[config.mk]
export PLATFORM = sky130hd
export DESIGN_NAME = mem_ld_data_ret
export DESIGN_NICKNAME = d
export VERILOG_FILES = /design/src/rtl/mem_ld_data_ret.sv
export SDC_FILE = /design/constraint.sdc
export NUM_CORES = 1
export LEC_CHECK = 0
export CORE_MARGIN = 5
export CORE_UTILIZATION = 60
export CTS_CLUSTER_DIAMETER = 50
export DETAILED_ROUTE_END_ITERATION = 8
export DONT_BUFFER_PORTS = 1
export PLACE_DENSITY = 0.86
export SLEW_MARGIN = 20
export SYNTH_ARGS = -nofsm -noshare
export SYNTH_HDL_FRONTEND = slang
export SYNTH_SLANG_ARGS = --single-unit
[constraint.sdc]
create_clock -name clock -period 1.7 [get_ports clock]
set_input_delay 0.085 -clock clock [delete_from_list [all_inputs] [get_ports clock]]
set_output_delay 0.085 -clock clock [all_outputs]
set_load 0.01 [all_outputs]
[src/rtl/mem_ld_data_ret.sv]
// Load-data return unit for the MEMORY stage. It issues a read to data memory and returns the bytes to MEM/WB.
// When MEM_LD_TIMEOUT_EN is defined, a read timeout (TIMEOUT_CYC cycles) and a sticky ld_err flag are added.
module mem_ld_data_ret #(
  parameter int ADDR_W      = 12
`ifdef MEM_LD_TIMEOUT_EN
  ,
  parameter int TIMEOUT_CYC = 16
`endif
) (
  input  logic              clock,
  input  logic              reset_n,
  input  logic              ld_req,
  input  logic [ADDR_W-1:0] ld_addr,
  input  logic [1:0]        ld_sel,
  input  logic              flush,
  output logic              mem_rd_en,
  output logic [ADDR_W-1:0] mem_addr,
  input  logic              mem_rd_ack,
  input  logic [11:0]       mem_rd_data,
  output logic              stall,
  output logic              wb_valid,
  output logic              wb_we_top,
  output logic              wb_we_bot,
  output logic [7:0]        wb_data_top,
  output logic [7:0]        wb_data_bot,
  output logic              ld_err
);

  typedef enum logic [1:0] {
    S_IDLE = 2'd0,
    S_RD   = 2'd1,
    S_RSP  = 2'd2
  } state_e;

  state_e              state_q, state_d;
  logic [ADDR_W-1:0]   addr_q, addr_d;
  logic [1:0]          sel_q, sel_d;
  logic [1:0]          we_q, we_d;
  logic [3:0]          top_q, top_d;
  logic [7:0]          bot_q, bot_d;
  logic                ld_acc;
  logic                timeout_hit;

  // A load with no byte selected is not a load at all. A flush drops any load presented in the same cycle.
  assign ld_acc = ld_req & (|ld_sel) & ~flush;

`ifdef MEM_LD_TIMEOUT_EN
  localparam int CNT_W = (TIMEOUT_CYC > 2) ? $clog2(TIMEOUT_CYC) : 1;

  logic [CNT_W-1:0] cnt_q, cnt_d;
  logic             err_q, err_d;

  // The count holds the number of RD cycles already spent. The last allowed cycle gives up.
  assign timeout_hit = (cnt_q == CNT_W'(TIMEOUT_CYC - 1));

  always_comb begin
    cnt_d = cnt_q;
    err_d = err_q;
    if (state_q == S_RD) begin
      cnt_d = cnt_q + CNT_W'(1);
      if (!flush && !mem_rd_ack && timeout_hit) err_d = 1'b1;
    end else if (ld_acc) begin
      cnt_d = '0;
    end
  end

  always_ff @(posedge clock or negedge reset_n) begin
    if (!reset_n) begin
      cnt_q <= '0;
      err_q <= 1'b0;
    end else begin
      cnt_q <= cnt_d;
      err_q <= err_d;
    end
  end

  assign ld_err = err_q;
`else
  assign timeout_hit = 1'b0;
  assign ld_err      = 1'b0;
`endif

  // NOTE: every signal written here gets a default first, so no path can leave one unassigned and infer a latch.
  always_comb begin
    state_d = state_q;
    addr_d  = addr_q;
    sel_d   = sel_q;
    we_d    = we_q;
    top_d   = top_q;
    bot_d   = bot_q;
    unique case (state_q)
      S_IDLE, S_RSP: begin
        state_d = S_IDLE;
        if (ld_acc) begin
          addr_d  = ld_addr;
          sel_d   = ld_sel;
          state_d = S_RD;
        end
      end
      S_RD: begin
        if (flush) begin
          state_d = S_IDLE;
        end else if (mem_rd_ack) begin
          top_d   = mem_rd_data[11:8];
          bot_d   = mem_rd_data[7:0];
          we_d    = sel_q;
          state_d = S_RSP;
        end else if (timeout_hit) begin
          top_d   = '0;
          bot_d   = '0;
          we_d    = '0;
          state_d = S_RSP;
        end
      end
      default: state_d = S_IDLE;
    endcase
  end

  // NOTE: state uses non-blocking assignments, so every flop samples its pre-edge value.
  always_ff @(posedge clock or negedge reset_n) begin
    if (!reset_n) begin
      state_q <= S_IDLE;
      addr_q  <= '0;
      sel_q   <= '0;
      we_q    <= '0;
      top_q   <= '0;
      bot_q   <= '0;
    end else begin
      state_q <= state_d;
      addr_q  <= addr_d;
      sel_q   <= sel_d;
      we_q    <= we_d;
      top_q   <= top_d;
      bot_q   <= bot_d;
    end
  end

  assign mem_rd_en   = (state_q == S_RD);
  assign mem_addr    = addr_q;
  assign stall       = (state_q == S_RD) | ld_acc;
  assign wb_valid    = (state_q == S_RSP);
  assign wb_we_top   = wb_valid & we_q[1];
  assign wb_we_bot   = wb_valid & we_q[0];
  assign wb_data_top = {4'b0000, top_q};
  assign wb_data_bot = bot_q;

endmodule
==> run_summary.xml <==
<?xml version="1.0" encoding="UTF-8"?>
<metrics>
  <group name="status">
    <metric name="outcome" unit="">complete, no violations</metric>
  </group>
  <group name="setup_path">
    <metric name="worstSetupEndpointType" unit="">register</metric>
    <metric name="path_max_fanout" unit="">15</metric>
    <metric name="cp_delay_by_family_top" unit="">simple AND/OR/NAND/NOR gates</metric>
    <metric name="critical-path-max-stage-delay" unit="ns">0.38</metric>
    <metric name="critical_path.startpoint_type" unit="">register</metric>
    <metric name="cp_num_buf_inv" unit="">1</metric>
    <metric name="arrival" unit="ns">1.72</metric>
    <metric name="crit_path_top_delay_cell" unit="">dfrtp_1</metric>
    <metric name="worstPathCellList" unit="">nand2b_2 &gt; inv_2 &gt; and3_4 &gt; mux2_2</metric>
    <metric name="crit_type" unit="">register to register</metric>
    <metric name="critPathRequiredTime" unit="ns">1.90</metric>
    <metric name="r2r_setup_slack" unit="ns">0.18</metric>
  </group>
  <group name="global_route">
    <metric name="grt_first_pass_wirelength" unit="um">4310</metric>
    <metric name="grt_start_max_net_pins" unit="">31</metric>
    <metric name="number_of_antenna_violations_at_the_first_check_in_global_routing" unit="">0</metric>
    <metric name="grt_overflow_total" unit="">0</metric>
    <metric name="grt.total_usage" unit="">0.179</metric>
    <metric name="first_global_vias" unit="">791</metric>
  </group>
  <group name="logic_synthesis">
    <metric name="synth_xor_xnor_area_share" unit="">0</metric>
    <metric name="synth.avg_cell_area" unit="um2">16.0</metric>
    <metric name="post_synth_and_or_nand_nor_area_fraction" unit="">0.0337</metric>
    <metric name="yosysSeqAreaShare" unit="">0.594</metric>
    <metric name="count_of_distinct_cell_types_in_the_synthesized_netlist" unit="">17</metric>
    <metric name="synth_top_family_by_area" unit="">multiplexers</metric>
    <metric name="yosys.area.top_type_share" unit="">0.594</metric>
    <metric name="compound_cell_area_share_of_the_yosys_netlist" unit="">0.0238</metric>
    <metric name="yosys_warnings" unit="">0</metric>
    <metric name="syn-instance-count" unit="">79</metric>
    <metric name="synth_area" unit="um2">1260</metric>
    <metric name="yosys-mux-area-fraction" unit="">0.276</metric>
    <metric name="netlist_top_cells_area" unit="">dfrtp_1, mux2_2, mux2_4</metric>
    <metric name="synth_fa_ha_area_frac" unit="">0</metric>
    <metric name="synthDominantAreaCellType" unit="">dfrtp_1</metric>
    <metric name="yosys_register_bits" unit="">30</metric>
  </group>
  <group name="timing">
    <metric name="slew_viol_final" unit="">0</metric>
    <metric name="setup-tns-final" unit="ns">0</metric>
    <metric name="rsz0062_at_grt" unit="">no</metric>
    <metric name="fmax" unit="MHz">659</metric>
    <metric name="timing.final.hold_violations" unit="">0</metric>
    <metric name="finalCritPeriodShare" unit="">0.893</metric>
    <metric name="worst_slew_slack_as_a_fraction_of_its_limit" unit="">0.475</metric>
    <metric name="worst_clock_skew" unit="ns">0.00460</metric>
    <metric name="timing.final.setup_violations" unit="">0</metric>
    <metric name="timing_worst_slew_pin_value" unit="ns">0.787</metric>
    <metric name="time_the_worst_path_needs_with_i_o_delays_and_setup" unit="ns">1.52</metric>
  </group>
  <group name="finish">
    <metric name="area.growth.synth_to_final" unit="%">27.1</metric>
    <metric name="postLayoutCellArea" unit="um2">1610</metric>
    <metric name="drive_gt1_frac" unit="">0.354</metric>
    <metric name="diodes_inserted" unit="">0</metric>
    <metric name="layout.nets" unit="">143</metric>
  </group>
  <group name="detailed_routing">
    <metric name="avgRoutedWirePerCell" unit="um">18.8</metric>
    <metric name="num_vias" unit="">731</metric>
    <metric name="wirelength" unit="um">2630</metric>
    <metric name="route.antenna.remaining_nets" unit="">0</metric>
    <metric name="viasPerCell" unit="">5.22</metric>
    <metric name="post-route-drc-count" unit="">0</metric>
    <metric name="drt_first_iter_violations" unit="">12</metric>
    <metric name="first_pass_iters" unit="">4</metric>
  </group>
  <group name="die">
    <metric name="initial_core_util" unit="">0.638</metric>
    <metric name="design.portCount" unit="">65</metric>
    <metric name="floorplan.rows" unit="">16</metric>
    <metric name="die-area" unit="um2">3120</metric>
    <metric name="floorplan.core_area" unit="um2">1980</metric>
    <metric name="dieWidth" unit="um">55.9</metric>
    <metric name="dieHeight" unit="um">55.9</metric>
  </group>
  <group name="clock_tree">
    <metric name="cts_sinks" unit="">30</metric>
    <metric name="clkLatencyLatePin" unit="ns">0.31</metric>
    <metric name="post_cts_resized" unit="">0</metric>
    <metric name="clk_pin_slew_worst_paths" unit="ns">0.09</metric>
    <metric name="cts_made_buffers" unit="">5</metric>
    <metric name="cts-htree-levels" unit="">2</metric>
    <metric name="clock-root-buffer" unit="">clkbuf_4</metric>
    <metric name="clock_path_buffers" unit="">2</metric>
    <metric name="cts_tree" unit="">yes</metric>
  </group>
  <group name="place">
    <metric name="last_weighted_congestion_value_of_the_routability_driven_placer" unit="">0.645</metric>
    <metric name="post_dp_cell_area" unit="um2">1240</metric>
    <metric name="buffer_ports.inserted" unit="">0</metric>
    <metric name="place_hpwl" unit="um">1730</metric>
  </group>
  <group name="power">
    <metric name="vdd_ir_drop_max" unit="mV">0.930</metric>
    <metric name="power_per_cell_area" unit="nW/um2">1150</metric>
    <metric name="leakage" unit="nW">0.723</metric>
  </group>
  <group name="flow_run">
    <metric name="drv_cap" unit="">0</metric>
  </group>
  <group name="worst_hold_path">
    <metric name="min_path_type" unit="">input pin to register</metric>
  </group>
</metrics>
[sequential cells by signal, indices dropped and copies added (netlist names)]
signal	flops
sel_q	2
we_q	2
mem_addr	12
wb_data_bot	8
top_q	4
state_q	2
[cells by family after synthesis]
logic type	count (synthesis)
flops	30
simple gates	6
other cells	1
mux	28
compound gates	3
buf+inv	11
[cells in the mapped netlist]
cell type / count
inv_2: 1
o31ai_1: 1
nor2b_1: 1
o2111ai_2: 1
nand2b_2: 1
mux2_4: 9
and2_1: 2
buf_6: 1
and3_4: 1
dfrtp_1: 30
nand2_1: 1
conb_1: 1
mux2_2: 19
inv_1: 2
buf_4: 6
o211ai_1: 1
buf_12: 1
[worst paths after layout]
kind,start,to,cells past startpoint
setup / recovery,state_q[1],wb_data_bot[7],4
setup reg to reg,state_q[1],wb_data_bot[7],4
max in group asynchronous,reset_n,mem_addr[1],2
hold reg to reg,sel_q[1],we_q[1],1
min in group asynchronous,reset_n,wb_data_bot[1],2
hold / removal,mem_rd_ack,state_q[1],1
[cell type report]
cell class              count  area, um2
flip-flops and latches     30        751
inverters                   3       11.3
repair buffers             30        310
fillers                   115        375
multi-input cells          42        440
clock buffers               7       55.1
well taps                  27       33.8
clock inverters             1       5.00
[worst reg2reg max path, delay by kind of cell (launching register included)]
family | cells | cell delay, ns
muxes | 1 | 0.39
and+or+nand+nor | 2 | 0.55
buffers and inverters | 1 | 0.09
DFF | 1 | 0.38
[cell usage in the layout, fill, tap and decap left out, drive strengths merged]
cell         count
o31ai            1
mux2            28
o2111ai          1
inv              3
clkinv           1
dlygate4sd3     29
nor2b            1
clkbuf           7
and2             2
conb             5
nand2b           1
and3             1
dfrtp           30
buf              1
o211ai           1
nand2            1
[stage by stage]
stage / setup WS (ns) / hold WS, ns / std cells / util / power [mW]
final: 0.182 / 0.0771 / 140 / 0.811 / 1.85
after global routing: 0.133 / 0.0443 / 140 / 0.811 / 1.96
after CTS: 0.168 / 0.0609 / 140 / 0.811 / 1.86
after detailed placement: 0.185 / -0.210 / 102 / 0.624 / 1.37
after global placement: 0.236 / -0.210 / 102 / 0.624 / 1.34
after floorplan: 0.259 / -0.211 / 83 / - / 1.31
[power by group]
group          total [mW]  leakage (nW)  internal, mW  switching [mW]
clock               0.425        0.0353         0.200           0.224
combinational       0.330         0.326         0.229           0.101
sequential           1.10         0.362         0.896           0.201
total                1.85         0.723          1.33           0.527
[what timing repair did]
item	CTS	global route
setup buffers	0	0
hold buffers	30	0
hold endpoints to repair	57	0
[per-layer routing]
layer	global-route usage	up-vias	routed length, um
li1	-	325	-
met1	0.199	354	983
met2	0.287	46	1280
met3	0.111	6	323
met4	0.0508	0	42
met5	0	-	0
Note: power is estimated with default switching activity, not from simulation.
